$ cat src/rtl/example_6_2_2_pkg.sv
// Shared types and constants for the example_6_2_2 x1->x2->x3 sequence
// detector.
//   state_t      : 2-bit state {y2,y1}. The values are A=00, B=01, C=10 and
//                  ILLEGAL=11.
//   RESET_STATE  : the state that reset loads.
//   RESET_Z      : the value that reset loads into the z register.
//   EVENT_COUNT  : the number of x lines.
package example_6_2_2_pkg;

  typedef enum logic [1:0] {
    ST_A       = 2'b00,  // idle
    ST_B       = 2'b01,  // x1 seen
    ST_C       = 2'b10,  // x1, x2 seen
    ST_ILLEGAL = 2'b11   // unused encoding, recovers to A
  } state_t;

  localparam state_t RESET_STATE = ST_A;
  localparam logic   RESET_Z     = 1'b0;
  localparam int     EVENT_COUNT = 3;

endpackage

$ cat src/rtl/example_6_2_2_pulse_detect.sv
// Turns one x line into a single-cycle event on its rising edge. When the
// line stays high, it produces only one event.
// Configuration macro EXAMPLE_6_2_2_SYNC_EN: when it is defined, the line
// first passes through a SYNC_STAGES-flop synchronizer.
// Ports:
//   clk : rising-edge clock
//   rst : synchronous active-high reset
//   x   : raw input line
//   ex  : one-cycle rising-edge event
// After reset the event output stays masked until the edge detector has seen
// one real post-reset sample. This prevents a line that is held high through
// reset from counting as a new edge.
module example_6_2_2_pulse_detect #(
  parameter int SYNC_STAGES = 2
) (
  input  logic clk,
  input  logic rst,
  input  logic x,
  output logic ex
);

  if (SYNC_STAGES < 2) begin : g_bad_param
    $error("SYNC_STAGES must be at least 2");
  end

  logic x_s;

`ifdef EXAMPLE_6_2_2_SYNC_EN
  localparam int ARM_CYCLES = SYNC_STAGES + 1;

  logic [SYNC_STAGES-1:0] sync_q;

  always_ff @(posedge clk) begin
    if (rst) begin
      sync_q <= '0;
    end else begin
      sync_q <= {sync_q[SYNC_STAGES-2:0], x};
    end
  end

  assign x_s = sync_q[SYNC_STAGES-1];
`else
  localparam int ARM_CYCLES = 1;

  assign x_s = x;
`endif

  localparam int                AW      = $clog2(ARM_CYCLES + 1);
  localparam logic [AW-1:0]     ARM_MAX = AW'(ARM_CYCLES);

  logic          x_prev;
  logic [AW-1:0] arm_cnt;
  logic          armed;

  // NOTE: sequential state uses non-blocking assignments only. As a result,
  // every flop samples the values that existed before the edge.
  always_ff @(posedge clk) begin
    if (rst) begin
      x_prev  <= 1'b0;
      arm_cnt <= '0;
    end else begin
      x_prev <= x_s;
      if (arm_cnt != ARM_MAX) begin
        arm_cnt <= arm_cnt + AW'(1);
      end
    end
  end

  assign armed = (arm_cnt == ARM_MAX);
  assign ex    = armed & x_s & ~x_prev;

endmodule

$ cat src/rtl/example_6_2_2.sv
// Detects the ordered sequence x1 then x2 then x3 on three pulse lines.
// Configuration macro EXAMPLE_6_2_2_SYNC_EN: when it is defined, each x line
// is synchronized through SYNC_STAGES flops before edge detection.
// Ports:
//   clk        : rising-edge clock
//   rst        : synchronous active-high reset
//   x1, x2, x3 : input pulse lines
//   y2, y1     : registered state {MSB, LSB}
//   y2n, y1n   : registered complements of y2, y1
//   ny2, ny1   : combinational next-state bits
//   z          : registered one-cycle detection pulse
module example_6_2_2
  import example_6_2_2_pkg::*;
#(
  parameter int SYNC_STAGES = 2
) (
  input  logic clk,
  input  logic rst,
  input  logic x1,
  input  logic x2,
  input  logic x3,
  output logic y2,
  output logic y1,
  output logic y2n,
  output logic y1n,
  output logic ny2,
  output logic ny1,
  output logic z
);

  logic [EVENT_COUNT-1:0] x_in;
  logic [EVENT_COUNT-1:0] ev;

  assign x_in = {x3, x2, x1};

  for (genvar i = 0; i < EVENT_COUNT; i++) begin : g_pd
    example_6_2_2_pulse_detect #(
      .SYNC_STAGES (SYNC_STAGES)
    ) u_pd (
      .clk (clk),
      .rst (rst),
      .x   (x_in[i]),
      .ex  (ev[i])
    );
  end

  state_t state_q, state_d;
  logic   z_q, z_d;
  logic   y2n_q, y1n_q;
  logic   multi_ev;

  // Two or more events in the same cycle are treated as a broken sequence.
  assign multi_ev = (ev[0] & ev[1]) | (ev[0] & ev[2]) | (ev[1] & ev[2]);

  // NOTE: every output gets a default first, so that no path can infer a
  // latch.
  // Reset is also applied here. This keeps ny2/ny1 equal to the value that
  // the state register loads on every edge, including reset edges.
  always_comb begin
    state_d = state_q;
    z_d     = 1'b0;
    if (rst) begin
      state_d = RESET_STATE;
    end else if (state_q == ST_ILLEGAL || multi_ev) begin
      state_d = ST_A;
    end else if (ev[0]) begin
      state_d = ST_B;
    end else if (ev[1]) begin
      state_d = (state_q == ST_B) ? ST_C : ST_A;
    end else if (ev[2]) begin
      state_d = ST_A;
      z_d     = (state_q == ST_C);
    end
  end

  always_ff @(posedge clk) begin
    if (rst) begin
      state_q <= RESET_STATE;
      z_q     <= RESET_Z;
      y2n_q   <= ~RESET_STATE[1];
      y1n_q   <= ~RESET_STATE[0];
    end else begin
      state_q <= state_d;
      z_q     <= z_d;
      y2n_q   <= ~state_d[1];
      y1n_q   <= ~state_d[0];
    end
  end

  assign y2  = state_q[1];
  assign y1  = state_q[0];
  assign y2n = y2n_q;
  assign y1n = y1n_q;
  assign ny2 = state_d[1];
  assign ny1 = state_d[0];
  assign z   = z_q;

endmodule

$ cat config.mk
export PLATFORM = sky130hd
export DESIGN_NAME = example_6_2_2
export DESIGN_NICKNAME = d
export VERILOG_FILES = /design/src/rtl/example_6_2_2_pkg.sv /design/src/rtl/example_6_2_2_pulse_detect.sv /design/src/rtl/example_6_2_2.sv
export SDC_FILE = /design/constraint.sdc
export NUM_CORES = 1
export LEC_CHECK = 0
export ABC_AREA = 1
export BUFFER_PORTS_ARGS = -buffer_cell sky130_fd_sc_hd__buf_4
export CAP_MARGIN = 20
export CORE_AREA = 3 3 40 42
export DETAILED_ROUTE_END_ITERATION = 10
export DIE_AREA = 0 0 43 45
export SLEW_MARGIN = 5
export SYNTH_ARGS = -nofsm -noshare
export SYNTH_HDL_FRONTEND = slang
export SYNTH_SLANG_ARGS = --single-unit
export TNS_END_PERCENT = 1
$ cat constraint.sdc
create_clock -name clk -period 2.3 [get_ports clk]
set_input_delay 0.46 -clock clk [delete_from_list [all_inputs] [get_ports clk]]
set_output_delay 0.46 -clock clk [all_outputs]
set_load 0.01 [all_outputs]
# --- Yosys cells after proc, flatten, opt, wreduce, memory -nomap -nowiden ---
# Cells that the tools add are included.
totals:
  regBits: 11
  input_bits: 5
  out_inout_bits: 7
  word_cells: 44
classes:
  addsub: 3
  eq_ne: 3
  n_mux: 9
  bitwise: 17
  n_reduce_logical: 2
ops:
  columns: ["op", "count"]
  rows:
  - ["$mux 2", 6]
  - ["$and 1x1->1", 9]
  - ["$not 1->1", 6]
  - ["$reduce_or 5->1", 1]
  - ["$eq 2x2->1 const B", 2]
  - ["$add 1x1->1 const B", 3]
  - ["$mux 1", 3]
  - ["$eq 2x1->1 const B", 1]
  - ["$or 1x1->1", 2]
  - ["$logic_or 1x1->1", 1]

# --- Logic depth before layout (Yosys ltp) ---
depth:
  word_depth: 9
  depth_mapped: 7
  ltp_nobuf: 7

# --- Modules after synthesis ---
# A second synthesis with hierarchy kept.
unflattened:
  hier_cells: 60
  hier_area_um2: 425.4
by_module_without_submodules:
  columns: ["mod", "n_inst", "cells_per_inst", "area_per_inst_um2", "seq_area_each_um2"]
  rows:
  - ["example_6_2_2", 1, 39, 241.5, 100.1]
  - ["example_6_2_2_pulse_detect", 3, 7, 61.3, 40.0]

# --- Worst setup path after synthesis ---
# OpenSTA, ideal clock, no wires.
synth_path:
  path_type: "input port to output port"
  from: "in x1"
  to: "out ny1"
  t_arrival_ns: 0.980
  t_required_ns: 1.840
  slack_ns: 0.860
  path_stages: 4
  path_buffers: 0
  path_cell_list: "nand2_1 > nor2_2 > nor2_1 > nor3_1"
synth_between:
  elab_chain_len: 8
  elab_cells_between_ends: 10
  classes_between: "3 x mux; 6 x bitwise; 1 x reduce/logical"
synth_lines:
  columns: ["item", "line", "rtl"]
  rows:
  - ["start, declared", "example_6_2_2.sv:19", "input logic x1,"]
  - ["$and 1x1->1 (*) (2 in series)", "example_6_2_2_pulse_detect.sv:70", "assign ex = armed & x_s & ~x_prev;"]
  - ["$and 1x1->1", "example_6_2_2.sv:53", "assign multi_ev = (ev[0] & ev[1]) | (ev[0] & ev[2]) | (ev[1] & ev[2]);"]
  - ["$or 1x1->1 (2 in series)", "example_6_2_2.sv:53", null]
  - ["$logic_or 1x1->1", "example_6_2_2.sv:64", "end else if (state_q == ST_ILLEGAL || multi_ev) begin"]
  - ["$mux 2 (*)", "example_6_2_2.sv:64", null]
  - ["$mux 2 (*)", "example_6_2_2.sv:62", "if (rst) begin"]
  - ["end, declared", "example_6_2_2.sv:27", "output logic ny1,"]
# Every way passes the cells marked *; elsewhere a longest branch is shown, timed or not.

# --- Final worst setup path ---
layout_path:
  from: "reg g_pd[0].u_pd.arm_cnt"
  to: "out ny2"
layout_between:
  elab_chain_len: 8
  elab_cells_between_ends: 10
  classes_between: "3 x mux; 6 x bitwise; 1 x reduce/logical"
layout_lines:
  columns: ["item", "line", "rtl"]
  rows:
  - ["start, declared", "example_6_2_2_pulse_detect.sv:52", "logic [AW-1:0] arm_cnt;"]
  - ["start signal, assigned", "example_6_2_2_pulse_detect.sv:64", "arm_cnt <= arm_cnt + AW'(1);"]
  - ["$and 1x1->1 (*) (2 in series)", "example_6_2_2_pulse_detect.sv:70", null]
  - ["$and 1x1->1", "example_6_2_2.sv:53", null]
  - ["$or 1x1->1 (2 in series)", "example_6_2_2.sv:53", null]
  - ["$logic_or 1x1->1", "example_6_2_2.sv:64", null]
  - ["$mux 2 (*)", "example_6_2_2.sv:64", null]
  - ["$mux 2 (*)", "example_6_2_2.sv:62", null]
  - ["end, declared", "example_6_2_2.sv:26", "output logic ny2,"]
# Marked as above.

==> impl_metrics.json <==
{
  "status": "completed",
  "root_buffer": "clkbuf_4",
  "synth.distinct_cells": 12,
  "grt_start_max_net_pins": 6,
  "htreeDepth": 1,
  "numPortBuffers": 11,
  "fin_area_um2": 513,
  "final_cells": 83,
  "totalWireLength_um": 678,
  "tightest_slew_ns": 0.170,
  "critPathMostFrequentCell": "nand2_1",
  "power_mw": 0.329,
  "critPathMaxStageDelay_ns": 0.39,
  "initial_core_util_pct": 30.0,
  "grt_antenna_before_repair": 0,
  "path_clk_slew_ns": 0.06,
  "rows": 13,
  "multi_input_area_um2": 168,
  "drv_slew": 0,
  "slew-limit-headroom_pct": 88.6,
  "areaGrowthSynthToFinish_pct": 33.1,
  "ant_nets": 0,
  "cp.required_ns": 1.84,
  "finalCriticalPeriod_ns": 1.70,
  "die_w_um": 43,
  "ys_ff_latch": 9,
  "layout-drive-gt1-share_pct": 29.4,
  "fillerInstances": 137,
  "overflow": 0,
  "worstSkewPairLatency_ns": 0.25,
  "hold_violations": 0,
  "whs_ns": 0.401,
  "drv_cap": 0,
  "die_area_um2": 1940,
  "vias_per_cell": 4.20,
  "num_vias": 349,
  "crit_buf_inv": 2,
  "setup_tns_ns": 0,
  "power.density_nw_per_um2": 641,
  "wire_per_inst_um": 8.17,
  "grtUsageTotal_pct": 9.36,
  "preCtsSetupSlack_ns": 0.680,
  "cpLargestDelayFamily": "simple AND/OR/NAND/NOR gates",
  "setup_viol": 0,
  "crit_fanout": 5,
  "fin_skew_ns": 0.00185,
  "critical_path.slowest_cell": "dfxtp_1",
  "drc_errors": 0,
  "fmax_mhz": 589,
  "seq_area_um2": 180,
  "core-area_um2": 1280,
  "seq_area_frac_synth_pct": 46.8,
  "startpoint_type": "register",
  "yosysWarnings": 0,
  "layout_worst_path_cycle_share_pct": 73.8,
  "syn_area_um2": 385,
  "cts_tree": "done",
  "diodes": 0,
  "clockBufferDepth": 2,
  "die_height_um": 45,
  "boundaryPins": 12,
  "place_area_um2": 487,
  "path_cells": "nand3_2 -> nand2_1 -> nand2_1 -> inv_1 -> nand2_1 -> nor2_1 -> buf_4",
  "endpoint_kind": "output pin",
  "syn_inst": 53,
  "peakVddDrop_mv": 0.365,
  "drt_first_pass_iters": 4,
  "final_cell_mix": "nand2_1 (11), buf_4 (11), nor2_1 (10)",
  "fin_nets": 74,
  "grt_pass1_wl_mm": 1.32,
  "power_leakage_nw": 0.276,
  "rsz0062_at_grt": "no",
  "dp_hpwl_um": 554,
  "grt_pass1_vias": 333,
  "hold_buffers": 0,
  "cts-resized-gates": 0,
  "crit_type": "reg2out",
  "hold_path.class": "in2reg",
  "synth_area_per_cell_um2": 7.27,
  "cts_buffers": 3,
  "placed_cells": 79,
  "place.gp.congestion": 0.828,
  "setup_ws_ns": 0.602,
  "clock-sinks": 9,
  "fin_util_pct": 39.9,
  "syn-num-nets": 58,
  "first_iter_violations": 10,
  "post_cts.repair.setup_buffers": 0,
  "arrival_ns": 1.24
}
==> layout make-up <==
class,instances,area share (%)
Sequential cell,9,35.1
Clock buffer,4,5.12
Timing Repair Buffer,11,16.1
Multi-Input combinational cell,34,32.7
Inverter,10,7.32
Tap cell,15,3.66
==> metal layers <==
layer	part of all wire [%]	GRT usage [%]	wire length [µm]	vias to the layer above
met5	0	0	0	-
met4	0.88	3.61	6	0
met3	13	6.77	86	2
met2	40	13.8	274	14
met1	46	10.5	311	143
li1	-	-	-	190
==> path summary, 6_finish.rpt <==
path                        startpoint             endpoint  slack (ns)  depth (start not counted)
setup / recovery  g_pd[0].u_pd.arm_cnt                  ny2        0.60                          7
hold / removal                     rst  g_pd[0].u_pd.x_prev        0.40                          2
setup reg to reg  g_pd[0].u_pd.arm_cnt                  y1n        1.35                          5
hold reg to reg    g_pd[2].u_pd.x_prev                    z        0.56                          3
==> report_power, final <==
group	internal, mW	switching, mW	total [mW]
combinational	0.0207	0.0234	0.0441
clock	0.0666	0.0505	0.117
sequential	0.163	0.00446	0.168
total	0.250	0.0784	0.329
==> sequential cells by signal, summed over array words and instances, names as in the netlist <==
name / count
y2n: 1
state_q: 2
g_pd.u_pd.x_prev: 3
z: 1
y1n: 1
g_pd.u_pd.arm_cnt: 1
==> cells by family (layout without fill, tap and decap cells) <==
group,count (synthesis),in the layout,synth area share (%)
AND/OR/NAND/NOR,33,33,42.2
flip-flops,9,9,46.8
buffers and inverters,10,25,9.74
AO/OA/AOI/OAI,1,1,1.30
==> cell usage after synthesis, drive strengths merged <==
master,number,area share (%)
nand3,5,7.8
dfxtp,9,47
a21oi,1,1.3
nand3b,1,5.2
nor2,12,13
inv,10,9.7
nand2,12,12
nor3,3,3.9
(Power assumes the default switching activity.)
